File: src/rtl/ps2_pkg.sv
// Shared PS/2 keyboard definitions: receiver states, prefix codes and the
// scan-code to piano-key table.
package ps2_pkg;

    typedef enum logic [1:0] {
        S_IDLE,
        S_DATA,
        S_PARITY,
        S_STOP
    } rx_state_t;

    localparam logic [7:0] BREAK_CODE = 8'hF0;
    localparam logic [7:0] EXT_CODE   = 8'hE0;

    localparam int KEY_COUNT = 12;

    localparam logic [7:0] KEY_TABLE [KEY_COUNT] = '{
        8'h1C, 8'h1B, 8'h23, 8'h2B, 8'h34, 8'h33,
        8'h3B, 8'h42, 8'h4B, 8'h3C, 8'h43, 8'h44
    };

    // Returns {hit, index}; hit=0 for codes outside the table.
    function automatic logic [4:0] key_lookup(input logic [7:0] code);
        logic [4:0] r;
        r = '0;
        for (int i = 0; i < KEY_COUNT; i++) begin
            if (KEY_TABLE[i] == code) r = {1'b1, 4'(i)};
        end
        return r;
    endfunction

endpackage

File: src/rtl/ps2_rx.sv
// PS/2 byte receiver: synchroniser, falling-edge strobe, frame FSM,
// odd-parity check and inter-edge timeout.
module ps2_rx
    import ps2_pkg::*;
#(
    parameter int SYNC_STAGES    = 2,
    parameter int TIMEOUT_CYCLES = 50000
) (
    input  logic       clk,
    input  logic       rst_n,
    input  logic       ps_clk,
    input  logic       ps_data,
    output logic [7:0] rx_byte,
    output logic       byte_valid,
    output logic       parity_err,
    output logic       frame_err
);

    localparam int CW = $clog2(TIMEOUT_CYCLES + 1);
    localparam logic [CW-1:0] TO_MAX = CW'(TIMEOUT_CYCLES);

    logic [SYNC_STAGES-1:0] clk_sync;
    logic [SYNC_STAGES-1:0] data_sync;
    logic                   clk_prev;
    logic                   clk_cur;
    logic                   data_cur;
    logic                   strobe;

    rx_state_t     state_q;
    rx_state_t     state_d;
    logic [2:0]    bit_cnt;
    logic [7:0]    shift;
    logic          par_bit;
    logic [CW-1:0] cnt;
    logic          timeout;

    assign clk_cur  = clk_sync[SYNC_STAGES-1];
    assign data_cur = data_sync[SYNC_STAGES-1];
    assign strobe   = clk_prev & ~clk_cur;

    // Presetting to 1 keeps reset exit from looking like a falling edge.
    always_ff @(posedge clk or negedge rst_n) begin
        if (!rst_n) begin
            clk_sync  <= '1;
            data_sync <= '1;
            clk_prev  <= 1'b1;
        end else begin
            clk_sync  <= {clk_sync[SYNC_STAGES-2:0], ps_clk};
            data_sync <= {data_sync[SYNC_STAGES-2:0], ps_data};
            clk_prev  <= clk_cur;
        end
    end

    always_comb begin
        state_d = state_q;
        timeout = (state_q != S_IDLE) && !strobe && (cnt == TO_MAX);
        if (timeout) begin
            state_d = S_IDLE;
        end else if (strobe) begin
            unique case (state_q)
                S_IDLE:   if (!data_cur) state_d = S_DATA;
                S_DATA:   if (bit_cnt == 3'd7) state_d = S_PARITY;
                S_PARITY: state_d = S_STOP;
                S_STOP:   state_d = S_IDLE;
                default:  state_d = S_IDLE;
            endcase
        end
    end

    always_ff @(posedge clk or negedge rst_n) begin
        if (!rst_n) begin
            state_q <= S_IDLE;
        end else begin
            state_q <= state_d;
        end
    end

    always_ff @(posedge clk or negedge rst_n) begin
        if (!rst_n) begin
            bit_cnt    <= '0;
            shift      <= '0;
            par_bit    <= 1'b0;
            cnt        <= '0;
            rx_byte    <= '0;
            byte_valid <= 1'b0;
            parity_err <= 1'b0;
            frame_err  <= 1'b0;
        end else begin
            byte_valid <= 1'b0;
            parity_err <= 1'b0;
            frame_err  <= 1'b0;

            if (strobe) cnt <= CW'(1);
            else if (state_q == S_IDLE) cnt <= '0;
            else cnt <= cnt + CW'(1);

            if (timeout) begin
                frame_err <= 1'b1;
            end else if (strobe) begin
                unique case (state_q)
                    S_IDLE: bit_cnt <= '0;
                    S_DATA: begin
                        shift   <= {data_cur, shift[7:1]};
                        bit_cnt <= bit_cnt + 3'd1;
                    end
                    S_PARITY: par_bit <= data_cur;
                    S_STOP: begin
                        // A bad stop bit outranks a parity fault.
                        if (!data_cur) begin
                            frame_err <= 1'b1;
                        end else if (^{shift, par_bit}) begin
                            rx_byte    <= shift;
                            byte_valid <= 1'b1;
                        end else begin
                            parity_err <= 1'b1;
                        end
                    end
                    default: ;
                endcase
            end
        end
    end

endmodule

File: src/rtl/ps2_poly_keyboard.sv
// Polyphonic PS/2 piano keyboard: decodes make/break codes from ps2_rx
// into per-key held bits and press/release events.
module ps2_poly_keyboard
    import ps2_pkg::*;
#(
    parameter int NUM_KEYS       = 12,
    parameter int SYNC_STAGES    = 2,
    parameter int TIMEOUT_CYCLES = 50000
) (
    input  logic                clk,
    input  logic                rst_n,
    input  logic                ps_clk,
    input  logic                ps_data,
    output logic [NUM_KEYS-1:0] key_held,
    output logic                key_event,
    output logic [3:0]          key_idx,
    output logic                key_on,
    output logic [7:0]          scan_code,
    output logic                byte_valid,
    output logic                parity_err,
    output logic                frame_err
);

    logic                break_pend;
    logic                ext_pend;
    logic [4:0]          hit;
    logic                mapped;
    logic [NUM_KEYS-1:0] mask;

    ps2_rx #(
        .SYNC_STAGES   (SYNC_STAGES),
        .TIMEOUT_CYCLES(TIMEOUT_CYCLES)
    ) u_rx (
        .clk       (clk),
        .rst_n     (rst_n),
        .ps_clk    (ps_clk),
        .ps_data   (ps_data),
        .rx_byte   (scan_code),
        .byte_valid(byte_valid),
        .parity_err(parity_err),
        .frame_err (frame_err)
    );

    assign hit    = key_lookup(scan_code);
    assign mapped = hit[4] && (int'(hit[3:0]) < NUM_KEYS);
    assign mask   = mapped ? (NUM_KEYS'(1) << hit[3:0]) : '0;

    always_ff @(posedge clk or negedge rst_n) begin
        if (!rst_n) begin
            break_pend <= 1'b0;
            ext_pend   <= 1'b0;
            key_held   <= '0;
            key_event  <= 1'b0;
            key_idx    <= '0;
            key_on     <= 1'b0;
        end else begin
            key_event <= 1'b0;
            if (parity_err || frame_err) begin
                break_pend <= 1'b0;
                ext_pend   <= 1'b0;
            end else if (byte_valid) begin
                if (scan_code == BREAK_CODE) begin
                    break_pend <= 1'b1;
                end else if (scan_code == EXT_CODE) begin
                    ext_pend <= 1'b1;
                end else begin
                    break_pend <= 1'b0;
                    ext_pend   <= 1'b0;
                    // Extended keys are not piano keys.
                    if (!ext_pend && mapped) begin
                        if (!break_pend && !(|(key_held & mask))) begin
                            key_held  <= key_held | mask;
                            key_event <= 1'b1;
                            key_idx   <= hit[3:0];
                            key_on    <= 1'b1;
                        end else if (break_pend && |(key_held & mask)) begin
                            key_held  <= key_held & ~mask;
                            key_event <= 1'b1;
                            key_idx   <= hit[3:0];
                            key_on    <= 1'b0;
                        end
                    end
                end
            end
        end
    end

endmodule

File: config.mk
export PLATFORM = sky130hd
export DESIGN_NAME = ps2_poly_keyboard
export DESIGN_NICKNAME = d
export VERILOG_FILES = /design/src/rtl/ps2_pkg.sv /design/src/rtl/ps2_rx.sv /design/src/rtl/ps2_poly_keyboard.sv
export SDC_FILE = /design/constraint.sdc
export NUM_CORES = 1
export LEC_CHECK = 0
export CORE_MARGIN = 2
export CORE_UTILIZATION = 45
export CTS_CLUSTER_DIAMETER = 120
export DETAILED_ROUTE_END_ITERATION = 6
export HOLD_SLACK_MARGIN = 0.06
export MAX_ROUTING_LAYER = met4
export PLACE_DENSITY = 0.65
export SLEW_MARGIN = 0
export SYNTH_ARGS = -nofsm -noshare
export SYNTH_HDL_FRONTEND = slang
export SYNTH_SLANG_ARGS = --single-unit
File: constraint.sdc
create_clock -name clk -period 4.7 [get_ports clk]
set_clock_uncertainty 0.15 [all_clocks]
set_input_delay 0.94 -clock clk [delete_from_list [all_inputs] [get_ports clk]]
set_output_delay 0.94 -clock clk [all_outputs]
set_load 0.02 [all_outputs]
==> flow_summary_export.csv <==
group,metric,value,unit
timing,tns,0,ns
timing,period_share,90.8,%
yosys,yosysSeqAreaShare,46.6,%
placed_design,hpwl,5.05,mm
drt,first_iter_violations,117,
grt,grt-ovfl-total,0,
setup_path,cp_common_cell,"nor4b_1",
setup_path,critPathKind,"reg2reg",
die,die-area,0.00863,sq mm
grt,grt_pass1_vias,2478,
yosys,yosysWarnings,0,
grt,grt_max_degree,35,
yosys,netlist_instances,329,
timing,fmax,234,MHz
setup_path,startpoint_type,"register",
worst_hold_path,hp-class,"reg2reg",
timing,slew_viol_final,0,
timing,hold_viol,0,
drt,vias,2587,
power_and_ir_drop,ir_worst_vdd,0.271,mV
setup_path,arrival,4.35,ns
clock_tree,cts_setup_buffers,0,
yosys,syn_area_per_cell,10.8,sq um
die,start_util,46.2,%
yosys,synthArstFlopShare,100,%
yosys,yosysTopAreaCell,"dfrtp_1",
timing,setup_violations,0,
power_and_ir_drop,leakage,1.72,nW
yosys,ys_top_cells_by_area,"dfrtp_1 43%, mux2_2 6.7%, dfstp_2 3.7%",
clock_tree,clk_latency,0.35,ns
cells_and_area,antenna_cells,0,
drt,viasPerCell,5.54,
yosys,synth_cell_types,65,
yosys,synthTopCellsByCount,"61 x dfrtp_1, 25 x nor2_1, 22 x o21ai_0",
grt,antenna_found_initial,0,
setup_path,cp.required,4.78,ns
yosys,ys.flop_type,"dfrtp_1",
clock_tree,cts_made_buffers,9,
setup_path,slowest_stage,"dfrtp_1",
clock_tree,clockBufferDepth,2,
cells_and_area,area_growth,15.9,%
placed_design,place_congestion,0.897,
cells_and_area,final_nets,373,
yosys,syn_nets,342,
outcome,status,"completed",
run,drv_cap,0,
timing,slew-limit-headroom,50.1,%
die,row_count,32,
clock_tree,clkTransAtPathRegs,0.07,ns
timing,tightest_slew,0.741,ns
power_and_ir_drop,power_density,423,mW/mm^2
clock_tree,htreeDepth,3,
grt,grt_pass1_wl,12.2,mm
clock_tree,cts_tree,"yes",
setup_path,crit_path_max_incr_delay,0.60,ns
drt,dr.pass1.iters,4,
setup_path,ff2ff_setup_slack,0.43,ns
clock_tree,cts_resized,0,
timing,fin_crit,4.27,ns
die,die_h,92.9,um
yosys,yosysTopAreaCellShare,42.9,%
setup_path,worstSetupEndpointType,"register",
die,core,0.00769,sq mm
die,die_w,92.9,um
cells_and_area,drive_gt1_share,17.8,%
cells_and_area,final_util,53.6,%
drt,wl_per_cell,15.2,um
yosys,synth-edff-count,0,
clock_tree,cts_sinks,66,
setup_path,cp_max_fo,17,
grt,grt.total_usage,18.7,%
yosys,ys_ff_latch,66,
clock_tree,cts_root_buffer,"clkbuf_8",
drt,routed_wl,7.12,mm
setup_path,crit_chain,"nor4b_1 -> and2_1 -> nor4b_1 -> o311a_1 -> nor4_2 -> ha_1 -> nor4_1 -> o311ai_4 -> a31oi_2 -> mux2_2",
drt,route.detailed.drc,0,
clock_tree,cts_hold_buf,0,
placed_design,io_buffer_count,32,
drt,final_antenna_net_count,0,
timing,grt_setup_unrepaired,"no",
die,io_pins,33,
yosys,yosysMostFrequentCell,"dfrtp_1",
yosys,syn_area,0.00355,sq mm
==> worst paths after layout <==
kind / start / to / cells after the start
max: u_rx.rx_byte[3] / key_idx[0] / 10
min: u_rx.data_sync[0] / u_rx.data_sync[1] / 0
max reg2reg: u_rx.rx_byte[3] / key_idx[0] / 10
min reg2reg: u_rx.data_sync[0] / u_rx.data_sync[1] / 0
max in group asynchronous: rst_n / u_rx.clk_sync[1] / 2
min in group asynchronous: rst_n / async pin / 1
==> per-stage QoR <==
| step | worst slack (ns) | power (mW) | area, sq um | std cells | hold WS [ns] |
|---|---|---|---|---|---|
| floorplan | 0.981 | 1.16 | 3550 | 329 | 0.195 |
| global placement | 0.644 | 1.27 | 3920 | 451 | 0.196 |
| detailed placement | 0.474 | 1.28 | 3920 | 451 | 0.200 |
| CTS | 0.440 | 1.76 | 4120 | 467 | 0.210 |
| global route | 0.144 | 1.87 | 4120 | 467 | 0.213 |
| finish | 0.431 | 1.74 | 4120 | 467 | 0.209 |
==> power by group <==
group / total, mW / internal, mW / switching (mW)
Sequential: 0.785 / 0.658 / 0.127
Combinational: 0.486 / 0.240 / 0.246
Clock: 0.473 / 0.258 / 0.215
Total: 1.74 / 1.16 / 0.589
==> cell usage in the layout (no fill, tap or decap), types with 5 or more instances in the layout <==
| master | n |
|---|---|
| clkbuf_8 | 10 |
| dfrtp_1 | 61 |
| o21ai_0 | 22 |
| xnor2_1 | 13 |
| xor2_1 | 8 |
| a21oi_1 | 8 |
| nand3_1 | 15 |
| clkdlybuf4s50_1 | 31 |
| o31ai_1 | 6 |
| nor3_1 | 8 |
| ha_1 | 9 |
| inv_1 | 17 |
| nor2_1 | 25 |
| dfstp_2 | 5 |
| nand4_1 | 5 |
| mux2_2 | 21 |
| nand2_1 | 15 |
==> cells by family after synthesis <==
kind of cell    after synthesis  synth area share (%)
simple gates                119                  20.5
flops                        66                  46.6
compound gates               56                  11.6
buf+inv                      30                  4.08
mux                          28                  8.87
xor+xnor                     21                  5.17
fa+ha+maj                     9                  3.17
==> cell type report <==
type	instances	area, sq um
fillers	688	3570
multi-input cells	233	1750
flip-flops and latches	66	1660
repair buffers	33	323
clock buffers	11	141
well taps	102	128
inverters	17	63.8
clock inverters	5	53.8
==> critical path, delay by kind of cell, from the launching register on <==
kind | cells | cell delay (ns)
muxes | 1 | 0.37
AOI/OAI and AO/OA | 3 | 1.07
DFF | 1 | 0.60
adders and majority gates | 1 | 0.28
and+or+nand+nor | 5 | 1.69
==> layer usage <==
layer	track usage (%)	vias up	wire length [um]
met2	27.0	60	3360
li1	-	1251	-
met1	24.9	1266	3310
met3	4.64	10	317
met5	-	-	0
met4	8.70	0	128
No activity file was read; power rests on OpenSTA's default activity.
